--- config.mk ---
export PLATFORM = sky130hd
export DESIGN_NAME = fifo_bram_sync
export DESIGN_NICKNAME = d
export VERILOG_FILES = /design/src/rtl/fifo_pkg.sv /design/src/rtl/bram_sdp.sv /design/src/rtl/fifo_bram_sync.sv
export SDC_FILE = /design/constraint.sdc
export NUM_CORES = 1
export LEC_CHECK = 0
export CAP_MARGIN = 20
export CORE_MARGIN = 2
export CORE_UTILIZATION = 65
export DETAILED_ROUTE_END_ITERATION = 8
export HOLD_SLACK_MARGIN = 0.15
export PLACE_DENSITY = 0.82
export SYNTH_ARGS = -nofsm -noshare
export SYNTH_HDL_FRONTEND = slang
export SYNTH_HIERARCHICAL = 1
export SYNTH_SLANG_ARGS = --single-unit
--- constraint.sdc ---
create_clock -name clk -period 5.6 [get_ports clk]
set_clock_uncertainty 0.1 [all_clocks]
set_input_delay 0.84 -clock clk [delete_from_list [all_inputs] [get_ports clk]]
set_output_delay 0.84 -clock clk [all_outputs]
set_load 0.1 [all_outputs]
--- src/rtl/fifo_pkg.sv ---
// Shared definitions for the FIFO family.
//   MODE_STD / MODE_FWFT : read-mode selectors
//   out_state_e          : state of the FWFT output stage
//   clog2                : ceiling log2 for sizing
//   ptr_full / ptr_empty : compare two wrap-bit binary pointers (zero-extended to 32 bits)
package fifo_pkg;

    localparam logic MODE_STD  = 1'b0;
    localparam logic MODE_FWFT = 1'b1;

    typedef enum logic [1:0] {
        OUT_IDLE  = 2'd0,
        OUT_PEND  = 2'd1,
        OUT_VALID = 2'd2
    } out_state_e;

    function automatic int clog2(input int value);
        int result;
        int v;
        result = 0;
        v      = value - 1;
        while (v > 0) begin
            result = result + 1;
            v      = v >> 1;
        end
        return result;
    endfunction

    // Full when only the wrap bit (bit addr_w) differs.
    function automatic logic ptr_full(input logic [31:0] wr_ptr,
                                      input logic [31:0] rd_ptr,
                                      input int          addr_w);
        return (wr_ptr ^ rd_ptr) == (32'd1 << addr_w);
    endfunction

    function automatic logic ptr_empty(input logic [31:0] wr_ptr,
                                       input logic [31:0] rd_ptr);
        return wr_ptr == rd_ptr;
    endfunction

endpackage

--- src/rtl/bram_sdp.sv ---
// Simple dual-port RAM, written in a form that maps onto block RAM.
//   clk     : clock
//   reset   : async active-high, clears only the read data register
//   we_a    : port A write enable
//   addr_a  : port A write address
//   din_a   : port A write data
//   en_b    : port B read enable
//   addr_b  : port B read address, captured on the clock edge
//   dout_b  : port B read data, one clock after en_b, held until the next en_b
module bram_sdp #(
    parameter int DATA_W = 8,
    parameter int ADDR_W = 6
) (
    input  logic              clk,
    input  logic              reset,
    input  logic              we_a,
    input  logic [ADDR_W-1:0] addr_a,
    input  logic [DATA_W-1:0] din_a,
    input  logic              en_b,
    input  logic [ADDR_W-1:0] addr_b,
    output logic [DATA_W-1:0] dout_b
);

    logic [DATA_W-1:0] mem [2**ADDR_W];

    always_ff @(posedge clk) begin
        if (we_a) begin
            mem[addr_a] <= din_a;
        end
    end

    // Read data is registered rather than decoded from a held address, so the
    // word stays stable even after its slot is freed and rewritten.
    always_ff @(posedge clk or posedge reset) begin
        if (reset) begin
            dout_b <= '0;
        end else if (en_b) begin
            dout_b <= mem[addr_b];
        end
    end

endmodule

--- src/rtl/fifo_bram_sync.sv ---
// Single-clock FIFO on a block RAM, standard or first-word-fall-through read.
//   clk          : clock
//   reset        : async active-high reset, discards all contents
//   wr_en        : write request, accepted when !full
//   wr_data      : write data
//   full         : RAM holds DEPTH words
//   almost_full  : level >= AFULL_LVL
//   overflow     : one-clock pulse after a write request while full
//   rd_en        : read request (FWFT: pop of rd_data), accepted when !empty
//   rd_data      : read data
//   empty        : nothing to read (FWFT: rd_data not valid)
//   almost_empty : level <= AEMPTY_LVL
//   underflow    : one-clock pulse after a read request while empty
//   level        : words held, including the FWFT output register
//
// FWFT output stage (rd_data is the RAM read register in both modes):
//   state     | meaning
//   OUT_IDLE  | read register holds no live word
//   OUT_PEND  | word fetched into read register, not yet presented
//   OUT_VALID | rd_data valid, empty low, rd_en pops it
module fifo_bram_sync
    import fifo_pkg::*;
#(
    parameter int DATA_W     = 8,
    parameter int ADDR_W     = 6,
    parameter int FWFT       = 0,
    parameter int AFULL_LVL  = 2**ADDR_W - 2,
    parameter int AEMPTY_LVL = 2
) (
    input  logic              clk,
    input  logic              reset,
    input  logic              wr_en,
    input  logic [DATA_W-1:0] wr_data,
    output logic              full,
    output logic              almost_full,
    output logic              overflow,
    input  logic              rd_en,
    output logic [DATA_W-1:0] rd_data,
    output logic              empty,
    output logic              almost_empty,
    output logic              underflow,
    output logic [ADDR_W:0]   level
);

    localparam logic            MODE     = (FWFT != 0) ? MODE_FWFT : MODE_STD;
    localparam logic [ADDR_W:0] AFULL_T  = (ADDR_W+1)'(AFULL_LVL);
    localparam logic [ADDR_W:0] AEMPTY_T = (ADDR_W+1)'(AEMPTY_LVL);

    logic [ADDR_W:0] wr_ptr;
    logic [ADDR_W:0] rd_ptr;
    logic [ADDR_W:0] wr_ptr_n;
    logic [ADDR_W:0] rd_ptr_n;
    logic [ADDR_W:0] level_n;
    logic            ram_empty;
    logic            ram_empty_n;
    logic            ram_full_n;
    logic            empty_n;
    logic            hold_n;
    logic            wr_acc;
    logic            rd_acc;
    logic            ram_rd;
    out_state_e      out_state;
    out_state_e      out_state_n;

    assign wr_acc = wr_en && !full;
    assign rd_acc = rd_en && !empty;

    bram_sdp #(
        .DATA_W (DATA_W),
        .ADDR_W (ADDR_W)
    ) u_ram (
        .clk    (clk),
        .reset  (reset),
        .we_a   (wr_acc),
        .addr_a (wr_ptr[ADDR_W-1:0]),
        .din_a  (wr_data),
        .en_b   (ram_rd),
        .addr_b (rd_ptr[ADDR_W-1:0]),
        .dout_b (rd_data)
    );

    always_ff @(posedge clk or posedge reset) begin
        if (reset) begin
            out_state <= OUT_IDLE;
        end else begin
            out_state <= out_state_n;
        end
    end

    // In standard mode the RAM is read directly on each accepted read.
    // In FWFT mode the read register is refilled whenever it is empty or
    // being popped; a fetch into an idle stage waits one clock in OUT_PEND,
    // so a word written into an empty FIFO shows up two clocks after its write.
    always_comb begin
        out_state_n = out_state;
        ram_rd      = 1'b0;
        if (MODE == MODE_STD) begin
            ram_rd = rd_acc;
        end else begin
            case (out_state)
                OUT_IDLE: begin
                    if (!ram_empty) begin
                        ram_rd      = 1'b1;
                        out_state_n = OUT_PEND;
                    end
                end
                OUT_PEND: begin
                    out_state_n = OUT_VALID;
                end
                OUT_VALID: begin
                    if (rd_acc) begin
                        if (!ram_empty) begin
                            ram_rd = 1'b1;
                        end else begin
                            out_state_n = OUT_IDLE;
                        end
                    end
                end
                default: begin
                    out_state_n = OUT_IDLE;
                end
            endcase
        end
    end

    always_comb begin
        wr_ptr_n    = wr_ptr + {{ADDR_W{1'b0}}, wr_acc};
        rd_ptr_n    = rd_ptr + {{ADDR_W{1'b0}}, ram_rd};
        hold_n      = (MODE == MODE_FWFT) && (out_state_n != OUT_IDLE);
        level_n     = (wr_ptr_n - rd_ptr_n) + {{ADDR_W{1'b0}}, hold_n};
        ram_empty_n = ptr_empty(32'(wr_ptr_n), 32'(rd_ptr_n));
        ram_full_n  = ptr_full(32'(wr_ptr_n), 32'(rd_ptr_n), ADDR_W);
        empty_n     = (MODE == MODE_STD) ? ram_empty_n : (out_state_n != OUT_VALID);
    end

    // Flags are registered from next-state values so they change on the same
    // edge as the pointers and never combinationally follow wr_en/rd_en.
    always_ff @(posedge clk or posedge reset) begin
        if (reset) begin
            wr_ptr       <= '0;
            rd_ptr       <= '0;
            level        <= '0;
            ram_empty    <= 1'b1;
            empty        <= 1'b1;
            almost_empty <= 1'b1;
            full         <= 1'b0;
            almost_full  <= 1'b0;
            overflow     <= 1'b0;
            underflow    <= 1'b0;
        end else begin
            wr_ptr       <= wr_ptr_n;
            rd_ptr       <= rd_ptr_n;
            level        <= level_n;
            ram_empty    <= ram_empty_n;
            empty        <= empty_n;
            almost_empty <= (level_n <= AEMPTY_T);
            full         <= ram_full_n;
            almost_full  <= (level_n >= AFULL_T);
            overflow     <= wr_en && full;
            underflow    <= rd_en && empty;
        end
    end

endmodule
==> run summary <==
Synthesized area divided by synthesized cell count: 20.4 sq um. The number of synthesized flops with an enable pin was 512. The post-route netlist has 23.6% of its cells at a drive strength greater than 1. Setup repair after global routing left no endpoint under its margin. For the number of global-route vias before repair, the log shows 11.0k. The fraction of the mapped netlist area in compound gates is 2.51%, and the data arrival time at the worst-slack endpoint is 3.80 ns. For the worst-skew pair, the clock arrives at the later sink with an insertion delay of 0.56 ns. Synthesis inferred 547 register bits. TritonCTS built the clock tree.

For this run the aggregate overflow at the end of global routing stands at 0. Simple-gate share of the synthesized area: 3.45%. In this run the power spent charging and discharging nets is 4.09 mW. The count of buffers added on input and output ports is 32.

The library cell used most frequently in the layout, excluding fill and tap cells, is sky130_fd_sc_hd__edfxtp_1. Entering global routing, the biggest net connects 91 pins. The logs give 10.7k for the routed via count and 1064 for the post-synthesis instance total. The routed length per instance was 28.5 microns.

The floorplan step set the die height to 187 microns. In this run the worst path has a maximum fanout of 8. Clock-pin slew was measured on the worst setup and hold paths at 0.06 ns. The tools report the type of origin of the critical path as an input port.

For the global-route wire length before repair, the log shows 68.3 mm. At the worst endpoint, the required time is 5.96 ns. In the routed design, unresolved DRC markers number 0. After floorplanning, the core was divided into 66 placement rows. The run gives 291 MHz as the maximum clock frequency. The all-layer global routing usage is 26.6%, and the final cell count without fillers is 1595.

The run finished with clean final reports. Once the floorplan was initialized, standard cells occupied 66.2% of the core. After layout, the worst path uses 61.4% of the clock period.

The tools report the final weighted congestion in routability-driven placement as 0.879. For this run, the leading register cell type out of synthesis is sky130_fd_sc_hd__edfxtp_1. The worst setup slack after placement came out at 1.67 ns.

The count of buffering cells on the critical path with inverters included was 2. The initial antenna violation count came out at 1. The tools report the number of warnings printed during yosys synthesis as 6. Counting the buffers created by CTS gives 51.

Registers are responsible for 41.2% of the overall power. Summing the areas of all fa, ha and maj instances in the mapped netlist gives 0.549% of the synthesized area. After layout, the minimum clock period comes to 3.44 ns. The async set or reset register ratio after synthesis came out at 6.40%. The count of boundary I/O pins came out at 33.

The worst hold path class was register to register. The transition time at the pin with the least slew margin is 0.986 ns. The placed instances occupy a cell area of 22300 sq um. The analysis attributes to cell leakage a power of 7.79 nW. The die area was 34800 sq um.

The half-perimeter wire length after detailed placement was 25.8 mm. The power share of the clock group was 27.9%; the setup-violating endpoint count in the final report was 0. In this run the remaining antenna-violating nets after routing total 0.

After synthesis the cells add up to 21700 sq um. In this run the horizontal extent of the chip is 187 microns. The worst-case setup margin in the final layout is 2.16 ns, and the number of gates resized after CTS is 0. Post-CTS timing repair inserted 0 buffers for setup. Dominant combinational cell family by area after synthesis: multiplexers. The tree built by TritonCTS fans out to 547 sinks.

The tree is rooted in a sky130_fd_sc_hd__clkbuf_16. Synthesis produced a netlist with a net count of 1084. The count of routing violations after the opening detailed-route iteration was 1436; the total non-filler cell area in the finished layout was 24200 sq um.

Of the post-synthesis cell area, the part taken by muxes is 16.0%. The total power divided by cell area is 517 nW/um^2. In this run, post-CTS hold repair placed 0 buffers. No sink is reached through more buffers than the 3 on the longest clock path.

The kind of cell adding the most delay to the critical path was simple AND/OR/NAND/NOR gates. Net switching is 32.7% of the power. The type of destination of the critical path was a register.

For the number of nets in the layout, the log shows 1133. The final layout contains routed wiring with a total length of 45.5 mm. The post-detailed-route via-to-cell ratio works out to 6.69. The worst vdd rail ir drop was 0.463 mV. The count of final max-slew check failures came out at 0. The number of antenna diodes in the final layout is 0.

Summing the areas of all xor and xnor instances in the mapped netlist gives 0.757% of the synthesized area. The tools report the combinational share of power as 31.0%. The library cells used most frequently in the layout, excluding fill and tap cells, are sky130_fd_sc_hd__edfxtp_1 (512), sky130_fd_sc_hd__mux4_2 (120), sky130_fd_sc_hd__nor2_1 (82). The worst pin sits at a relative slew slack of 34.1%. The tools report the number of hold violations in the final report as 0. Area of the core region: 32700 sq um. The category of the most critical setup path was input port to register. The area added between synthesis and finish was 11.7%; the part of the Yosys area used for sequential elements was 75.1%. The number of iterations in the first detailed-routing pass was 6.

For this design, the slowest cell found on the critical path is sky130_fd_sc_hd__nor2b_1. The internal portion of the total power is 8.42 mW. In this run, distinct cell masters in the synthesized netlist total 60. Walking the worst path, the cells encountered are clkdlybuf4s50_1 > nor2b_1 > ha_1 > xor2_1 > inv_1 > fa_1 > o21ai_0 > a32oi_1 > o21ai_0 > a2bb2oi_2 > nor4_2. The cell that appears most often on the critical path is sky130_fd_sc_hd__o21ai_0. The level count of the clock H-tree was 2; the number of max-cap violations was 0. The largest single stage delay on the critical path is 0.47 ns.

For the setup TNS after final layout, the log shows 0 ns. In this run, placement finished with an instance count of 1494.
[state kept, by name (all words and copies together), names as in the netlist, 7 cells and up]
signal and flops:
rd_ptr 7, u_ram/mem 512, u_ram/dout_b 8, level 7
wr_ptr 7
[synth_stat cells, drive strengths merged (2+ instances only)]
cell      n  share of area [%]
o21ai     4               0.11
or3       2              0.081
a22oi    16               0.55
xor2      8               0.39
nand3    16               0.39
edfxtp  512                 71
or2       2              0.058
nand3b    3               0.10
nor2b     9               0.26
mux2     32                1.7
a21oi     2              0.046
and2      6               0.18
dfstp     2               0.24
or3b      2              0.081
nand2    11               0.19
o22ai     9               0.26
dfrtp    33                3.8
nand4     7               0.23
o221ai   17               0.69
nand2b    5               0.14
buf      31               0.84
mux2i    40                1.8
nor2     82                1.4
ha        7               0.40
inv      26               0.45
mux4    120                 12
clkbuf   23               0.40
nor3      6               0.14
a221oi    8               0.32
xnor2     6               0.36
[metal layers]
metal	global-route usage, %	vias up	wire [microns]
met5	0	-	15
met4	9.31	2	1560
met3	5.44	125	4240
met2	44.5	594	23300
met1	35.5	5521	16400
li1	-	4431	-
[power by group through the flow]
stage               Combinational [mW]  Clock (mW)  Sequential, mW
floorplan                         2.61           0            5.37
global placement                  3.68           0            5.21
detailed placement                3.77           0            5.22
CTS                               3.82        3.53            5.15
global route                      4.06        3.69            5.19
finish                            3.87        3.49            5.15
[worst paths after layout]
| kind | start | to | slack [ns] | cells after the start |
|---|---|---|---|---|
| setup / recovery | wr_en | almost_empty$_DFF_PP1_ | 2.16 | 11 |
| hold / removal | full$_DFF_PP0_ | overflow$_DFF_PP0_ | 0.42 | 1 |
| setup reg to reg | rd_ptr[0]$_DFF_PP0_ | u_ram/dout_b[1]$_DFFE_PP0P_ | 2.31 | 6 |
| hold reg to reg | full$_DFF_PP0_ | overflow$_DFF_PP0_ | 0.42 | 1 |
| max in group asynchronous | reset | empty$_DFF_PP1_ | 4.35 | 3 |
| min in group asynchronous | reset | overflow$_DFF_PP0_ | 0.56 | 2 |
[logic make-up after synthesis]
family | after synthesis
xor gates and xnor gates | 14
DFF | 547
muxes | 192
buffers and inverters | 80
AOI/OAI and AO/OA | 67
and+or+nand+nor | 155
adders and majority gates | 9
[layout make-up]
cell class	count	area [sq um]
Clock buffer	68	1360
Sequential cell	547	16300
Clock inverter	25	328
Inverter	26	97.6
Fill cell	1818	8510
Timing Repair Buffer	50	549
Tap cell	442	553
Multi-Input combinational cell	437	5040
[metrics by stage]
step / hold slack, ns / total power [mW] / utilization [%]
2_1_floorplan: 0.382 / 7.98 / -
3_3_place_gp: 0.388 / 8.89 / 68.2
3_5_place_dp: 0.420 / 9.00 / 68.3
4_1_cts: 0.436 / 12.5 / 73.5
5_1_grt: 0.451 / 12.9 / 74.0
6_report: 0.422 / 12.5 / 74.0
Power figures use the tool's default switching activity.
